[src/rtl/mode_stepper_pkg.sv]
// Shared encodings for the mode stepper: FSM states and button direction.
package mode_stepper_pkg;

    typedef enum logic [1:0] {
        ST_IDLE,
        ST_HOLD,
        ST_REPEAT
    } state_t;

    typedef enum logic [1:0] {
        DIR_NONE,
        DIR_UP,
        DIR_DOWN
    } dir_t;

    // Both buttons together count as released.
    function automatic dir_t decode_dir(input logic up, input logic down);
        if (up && !down) begin
            return DIR_UP;
        end
        if (down && !up) begin
            return DIR_DOWN;
        end
        return DIR_NONE;
    endfunction

endpackage

[src/rtl/tick_gen.sv]
// Free-running rate tick: one-cycle pulse every TICK_DIV clocks.
module tick_gen #(
    parameter int unsigned TICK_DIV = 4545454
) (
    input  logic clk_i,
    input  logic rst_i,
    output logic tick_o
);

    localparam int unsigned CW = (TICK_DIV > 2) ? $clog2(TICK_DIV) : 1;
    localparam logic [CW-1:0] LAST = CW'(TICK_DIV - 1);

    logic [CW-1:0] count;

    // Divider counter, cleared on reset and after the terminal count.
    always_ff @(posedge clk_i) begin
        if (rst_i) begin
            count <= '0;
        end else if (count == LAST) begin
            count <= '0;
        end else begin
            count <= count + CW'(1);
        end
    end

    assign tick_o = (count == LAST);

endmodule

[src/rtl/mode_stepper.sv]
// Bounded up/down value stepper with hold-to-repeat, skip code and load path.
module mode_stepper
    import mode_stepper_pkg::*;
#(
    parameter int unsigned WIDTH        = 4,
    parameter int unsigned MIN_VAL      = 1,
    parameter int unsigned MAX_VAL      = 8,
    parameter int unsigned SKIP_EN      = 1,
    parameter int unsigned SKIP_VAL     = 7,
    parameter int unsigned RESET_VAL    = 1,
    parameter int unsigned WRAP         = 1,
    parameter int unsigned TICK_DIV     = 4545454,
    parameter int unsigned REPEAT_TICKS = 3
) (
    input  logic             clk_i,
    input  logic             rst_i,
    input  logic             up_i,
    input  logic             down_i,
    input  logic             load_i,
    input  logic [WIDTH-1:0] load_val_i,
    output logic [WIDTH-1:0] val_o,
    output logic             changed_o,
    output logic             load_err_o
);

    localparam int unsigned CNTW = $clog2(REPEAT_TICKS + 1);
    localparam logic [CNTW-1:0] REP_LAST = CNTW'(REPEAT_TICKS - 1);
    localparam logic [WIDTH:0] MIN_W  = (WIDTH+1)'(MIN_VAL);
    localparam logic [WIDTH:0] MAX_W  = (WIDTH+1)'(MAX_VAL);
    localparam logic [WIDTH:0] SKIP_W = (WIDTH+1)'(SKIP_VAL);
    localparam logic [WIDTH:0] ONE_W  = (WIDTH+1)'(1);
    localparam logic [WIDTH-1:0] RESET_V = WIDTH'(RESET_VAL);

    if (MIN_VAL >= MAX_VAL || MAX_VAL > (2**WIDTH) - 1) begin : g_bad_range
        $error("mode_stepper: need MIN_VAL < MAX_VAL <= 2**WIDTH-1");
    end
    if (SKIP_EN != 0 && (SKIP_VAL <= MIN_VAL || SKIP_VAL >= MAX_VAL)) begin : g_bad_skip
        $error("mode_stepper: SKIP_VAL must lie strictly between MIN_VAL and MAX_VAL");
    end
    if (RESET_VAL < MIN_VAL || RESET_VAL > MAX_VAL ||
        (SKIP_EN != 0 && RESET_VAL == SKIP_VAL)) begin : g_bad_reset
        $error("mode_stepper: RESET_VAL must be a legal value");
    end
    if (TICK_DIV < 2 || REPEAT_TICKS < 1) begin : g_bad_timing
        $error("mode_stepper: need TICK_DIV >= 2 and REPEAT_TICKS >= 1");
    end

    function automatic logic is_legal(input logic [WIDTH-1:0] v);
        logic [WIDTH:0] w;
        w = {1'b0, v};
        return (w >= MIN_W) && (w <= MAX_W) && !(SKIP_EN != 0 && w == SKIP_W);
    endfunction

    function automatic logic [WIDTH-1:0] step_up(input logic [WIDTH-1:0] v);
        logic [WIDTH:0] r;
        if ({1'b0, v} == MAX_W) begin
            r = (WRAP != 0) ? MIN_W : MAX_W;
        end else begin
            r = {1'b0, v} + ONE_W;
            if (SKIP_EN != 0 && r == SKIP_W) begin
                r = r + ONE_W;
            end
        end
        return r[WIDTH-1:0];
    endfunction

    function automatic logic [WIDTH-1:0] step_down(input logic [WIDTH-1:0] v);
        logic [WIDTH:0] r;
        if ({1'b0, v} == MIN_W) begin
            r = (WRAP != 0) ? MAX_W : MIN_W;
        end else begin
            r = {1'b0, v} - ONE_W;
            if (SKIP_EN != 0 && r == SKIP_W) begin
                r = r - ONE_W;
            end
        end
        return r[WIDTH-1:0];
    endfunction

    logic             tick;
    logic [1:0]       up_sync;
    logic [1:0]       down_sync;
    dir_t             dir;
    state_t           state, state_n;
    dir_t             held, held_n;
    logic [CNTW-1:0]  cnt, cnt_n;
    logic             do_step;
    logic [WIDTH-1:0] val, val_n;
    logic             changed;
    logic             load_err, load_err_n;

    tick_gen #(.TICK_DIV(TICK_DIV)) u_tick (
        .clk_i  (clk_i),
        .rst_i  (rst_i),
        .tick_o (tick)
    );

    // Two-stage synchronisers for the raw button levels.
    always_ff @(posedge clk_i) begin
        if (rst_i) begin
            up_sync   <= '0;
            down_sync <= '0;
        end else begin
            up_sync   <= {up_sync[0], up_i};
            down_sync <= {down_sync[0], down_i};
        end
    end

    assign dir = decode_dir(up_sync[1], down_sync[1]);

    // Press/hold/repeat decisions, taken only on rate ticks.
    always_comb begin
        state_n = state;
        held_n  = held;
        cnt_n   = cnt;
        do_step = 1'b0;
        if (tick) begin
            unique case (state)
                ST_IDLE: begin
                    if (dir != DIR_NONE) begin
                        do_step = 1'b1;
                        held_n  = dir;
                        cnt_n   = '0;
                        state_n = (REPEAT_TICKS <= 1) ? ST_REPEAT : ST_HOLD;
                    end
                end
                ST_HOLD: begin
                    if (dir == DIR_NONE) begin
                        state_n = ST_IDLE;
                    end else if (dir != held) begin
                        do_step = 1'b1;
                        held_n  = dir;
                        cnt_n   = '0;
                    end else begin
                        cnt_n = cnt + CNTW'(1);
                        // The tick that completes the hold period is also the first repeat step.
                        if (cnt_n >= REP_LAST) begin
                            do_step = 1'b1;
                            state_n = ST_REPEAT;
                        end
                    end
                end
                ST_REPEAT: begin
                    if (dir == DIR_NONE) begin
                        state_n = ST_IDLE;
                    end else if (dir != held) begin
                        do_step = 1'b1;
                        held_n  = dir;
                        cnt_n   = '0;
                        state_n = ST_HOLD;
                    end else begin
                        do_step = 1'b1;
                    end
                end
                default: state_n = ST_IDLE;
            endcase
        end
    end

    // Next value: a load wins over a same-cycle step.
    always_comb begin
        val_n      = val;
        load_err_n = 1'b0;
        if (load_i) begin
            if (is_legal(load_val_i)) begin
                val_n = load_val_i;
            end else begin
                load_err_n = 1'b1;
            end
        end else if (do_step) begin
            val_n = (held_n == DIR_UP) ? step_up(val) : step_down(val);
        end
    end

    // State, value and pulse registers.
    always_ff @(posedge clk_i) begin
        if (rst_i) begin
            state    <= ST_IDLE;
            held     <= DIR_NONE;
            cnt      <= '0;
            val      <= RESET_V;
            changed  <= 1'b0;
            load_err <= 1'b0;
        end else begin
            state    <= state_n;
            held     <= held_n;
            cnt      <= cnt_n;
            val      <= val_n;
            changed  <= (val_n != val);
            load_err <= load_err_n;
        end
    end

    assign val_o      = val;
    assign changed_o  = changed;
    assign load_err_o = load_err;

endmodule

[config.mk]
export PLATFORM = sky130hd
export DESIGN_NAME = mode_stepper
export DESIGN_NICKNAME = d
export VERILOG_FILES = /design/src/rtl/mode_stepper_pkg.sv /design/src/rtl/tick_gen.sv /design/src/rtl/mode_stepper.sv
export SDC_FILE = /design/constraint.sdc
export NUM_CORES = 1
export LEC_CHECK = 0
export BUFFER_PORTS_ARGS = -buffer_cell sky130_fd_sc_hd__buf_2
export CAP_MARGIN = 20
export CELL_PAD_IN_SITES_DETAIL_PLACEMENT = 1
export CELL_PAD_IN_SITES_GLOBAL_PLACEMENT = 2
export CORE_ASPECT_RATIO = 1.25
export CORE_MARGIN = 5
export CORE_UTILIZATION = 33
export CTS_CLUSTER_SIZE = 28
export DETAILED_ROUTE_END_ITERATION = 7
export GPL_TIMING_DRIVEN = 0
export HOLD_SLACK_MARGIN = 0.03
export PLACE_DENSITY = 0.73
export SETUP_SLACK_MARGIN = 0.5
export SLEW_MARGIN = 20
export SYNTH_ARGS = -nofsm -noshare
export SYNTH_HDL_FRONTEND = slang
export SYNTH_SLANG_ARGS = --single-unit
[constraint.sdc]
create_clock -name clk_i -period 2.5 [get_ports clk_i]
set_input_delay 0.125 -clock clk_i [delete_from_list [all_inputs] [get_ports clk_i]]
set_output_delay 0.125 -clock clk_i [all_outputs]
set_load 0.005 [all_outputs]
==> run_results.csv <==
group,metric,value,unit
sta,slew_violations,0,
sta,finalClockSkew,11.80,ps
setup_path,r2r-start,"u_tick.count[1]$_SDFF_PP0_",
pwr,p_sw,374.7,uW
status,violations,"negative setup slack",
grt,grt_pass1_wl,11570,um
clocking,path_clk_slew,80,ps
place,gp_congestion,0.8098,
min_path,hold_start,"up_i",
setup_path,r2r_end,"changed_o$_SDFF_PP0_",
setup_path,critical_path_arrival,2700,ps
sta,setup_violations,1,
flow_run,maxCapViolations,0,
die,dieArea,0.009706,mm^2
clocking,cts_tree,"yes",
grt,grt_overflow_total,0,
cells_and_area,syn2layout_area_growth,24.71,%
pwr,combPwrFrac,14.2,%
setup_path,critical_path_required,2680,ps
sta,fin_crit_sh,100.5,%
synthesis,seq_area_frac_synth,30.23,%
cells_and_area,final_common_cell,"nor2_1",
min_path,hold_depth,2,
route,via_count,2413,
setup_path,cp-end-kind,"register",
synthesis,syn-num-nets,339,
sta,max_clock_freq,398.0,MHz
pwr,clkPwrFrac,42.7,%
clocking,clk_path_buf_depth,2,
synthesis,synthCells,314,
pwr,internal_power,1125,uW
die,rows,36,
grt,grt_pass1_vias,2437,
clocking,insertion_delay,290,ps
cells_and_area,mostFrequentLayoutCells,"nor2_1 (41), dfxtp_1 (30), nand2_1 (20), xor2_1 (20), a21oi_1 (17)",
route,drtPass1Iterations,4,
setup_path,crit_type,"reg -> reg",
sta,setup_tns,-12.70,ps
pwr,ir_drop,0.2713,mV
pwr,power,1500,uW
clocking,htree_levels,2,
synthesis,yosys_warnings,0,
die,coreArea,0.007702,mm^2
sta,fin_ws,-12.70,ps
synthesis,postSynthAreaPerCell,8.224,um^2
route,ant_nets,0,
cells_and_area,diodes,0,
synthesis,synthesis.area,0.002582,mm^2
die,dieHeight,108.9,um
sta,hold-worst-slack,47.52,ps
cells_and_area,drive_above_1_share,26.14,%
pwr,p_leak,0.001264,uW
place,port_buffers,11,
cells_and_area,final_nets,376,
clocking,root_buffer,"clkbuf_8",
die,initial_core_util,33.53,%
pwr,powerDensity,465.7,mW/mm^2
sta,period_minus_slack,2513,ps
synthesis,ys.flop_type,"dfxtp_1",
synthesis,synthDistinctLibCells,63,
setup_path,rrSetupSlack,-10,ps
sta,worst_pin_slew,689.2,ps
min_path,worstHoldEndpoint,"up_sync[0]$_SDFF_PP0_",
grt,antenna_found_initial,0,
sta,hold_viol_final,0,
route,drc,0,
min_path,worstHoldPathType,"in -> reg",
die,io_pins,15,
pwr,p_seq_share,43.1,%
synthesis,synth_edf_count,0,
sta,grt_setup_unrepaired,"yes",
sta,max-slew-margin-rel,52.87,%
route,vias_per_cell,5.398,
synthesis,async_reset_ff_share,0,%
die,die_w,89.13,um
setup_path,critPathLaunchType,"register",
route,first_iter_violations,47,
pwr,p_sw_share,24.98,%
cells_and_area,multi_input_area,0.001836,mm^2
setup_path,cp_max_fo,6,
clocking,ctsHoldBuffers,0,
cells_and_area,seq_area,804.5,um^2
route,wl,6975,um
route,routedWlPerCell,15.60,um
grt,grt_use_total,14.95,%
status,outcome,"finished, violations left",
clocking,cts_made_buffers,5,
clocking,clock_sinks,39,
setup_path,r2r_cells,9,
place,dp_hpwl,4943,um
synthesis,ys_ff_latch,39,
cells_and_area,fillerInstances,938,
grt,grt_max_degree,13,
logic make-up after synthesis:
family | after synthesis | share of synthesized area (%)
multiplexers | 5 | 1.986
flip-flops | 39 | 30.23
buffers and inverters | 23 | 3.586
AND/OR/NAND/NOR | 130 | 27.33
XOR/XNOR | 29 | 9.836
AO/OA/AOI/OAI | 72 | 19.28
adder cells (fa/ha/maj) | 16 | 7.752
registers in the layout, summed over array words and instances (netlist names):
name	count
u_tick.count	23
down_sync	2
state	2
changed_o	1
load_err_o	1
cnt	2
val_o	4
up_sync	2
held	2
per-layer routing:
metal  routed length [um]  share of wire (%)  GRT usage [%]  vias to the layer above
met2                 3612                 52          27.40                       42
met4                  145                2.1          3.830                        0
met5                    0                  0              0                        -
li1                     -                  -              -                     1189
met1                 3006                 43          17.78                     1169
met3                  210                3.0          2.343                       13
cell usage after synthesis (all sizes together) (2+ instances only):
library cell	instances	share of area, %
nand2	20	2.9
mux2i	4	1.6
o211ai	2	0.58
o211a	2	0.78
a21boi	2	0.58
nand4	5	1.8
or3	4	1.0
a221o	2	0.78
nand2b	5	1.2
a211o	2	0.68
and4bb	5	2.4
and4	2	0.73
nand3	18	4.0
nor2	46	6.7
o2bb2ai	2	0.68
and3	8	2.0
clkbuf	10	1.5
xor2	20	6.8
o21ai	18	3.5
dfxtp	39	30
o311a	2	0.78
inv	10	1.5
a21oi	21	4.7
xnor2	9	3.1
buf	3	0.68
nor3	5	0.97
ha	16	7.8
nor2b	6	1.5
final cells by class:
class,instances,share of cell area (%)
multi-input cells,252,56.99
flip-flops and latches,39,24.98
repair buffers,30,6.488
well taps,95,3.691
plain buffers,13,2.331
clock buffers,6,2.253
clock inverters,2,1.865
inverters,10,1.399
critical path: stages (launching register included):
cell and delay [ps]:
dfxtp_2 330, inv_2 60, ha_4 110, and4bb_2 240, nand4_4 130, o41a_1 450
a21oi_4 190, mux2_4 330, a221o_1 300, a311o_1 260
power groups by stage:
stage | combinational [uW] | sequential, uW | clock [uW]
floorplan | 124 | 660 | 0
global placement | 172 | 664 | 0
detailed placement | 173 | 665 | 0
CTS | 207 | 649 | 653
global route | 239 | 649 | 684
finish | 214 | 646 | 640
per-stage QoR:
stage	cells	util [%]	setup WS (ps)	cell area, um^2
finish	447	41.81	-12.70	3221
global route	447	41.81	-145.9	3221
CTS	440	40.53	27.03	3122
detailed placement	420	36.52	-374.1	2813
global placement	420	36.52	-409.2	2813
floorplan	314	-	-39.63	2639
repair_timing:
item                                    in CTS  in global routing
setup buffers                               12                  7
pin swaps                                    8                  6
gates resized for setup                     29                 15
endpoints found under the setup margin      29                 31
how the worst max path moves through the flow:
stage          slack (ps)                        from              endpoint  cells past startpoint
2_1_floorplan         -40  u_tick.count[1]$_SDFF_PP0_  changed_o$_SDFF_PP0_                      9
3_3_place_gp         -410         val_o[2]$_SDFF_PP0_  changed_o$_SDFF_PP0_                     10
3_5_place_dp         -370         val_o[2]$_SDFF_PP0_  changed_o$_SDFF_PP0_                     10
4_1_cts                30  u_tick.count[1]$_SDFF_PP0_  changed_o$_SDFF_PP0_                      9
5_1_grt              -150         val_o[0]$_SDFF_PP1_  changed_o$_SDFF_PP0_                     11
6_report              -10  u_tick.count[1]$_SDFF_PP0_  changed_o$_SDFF_PP0_                      9
(Power assumes the default switching activity.)
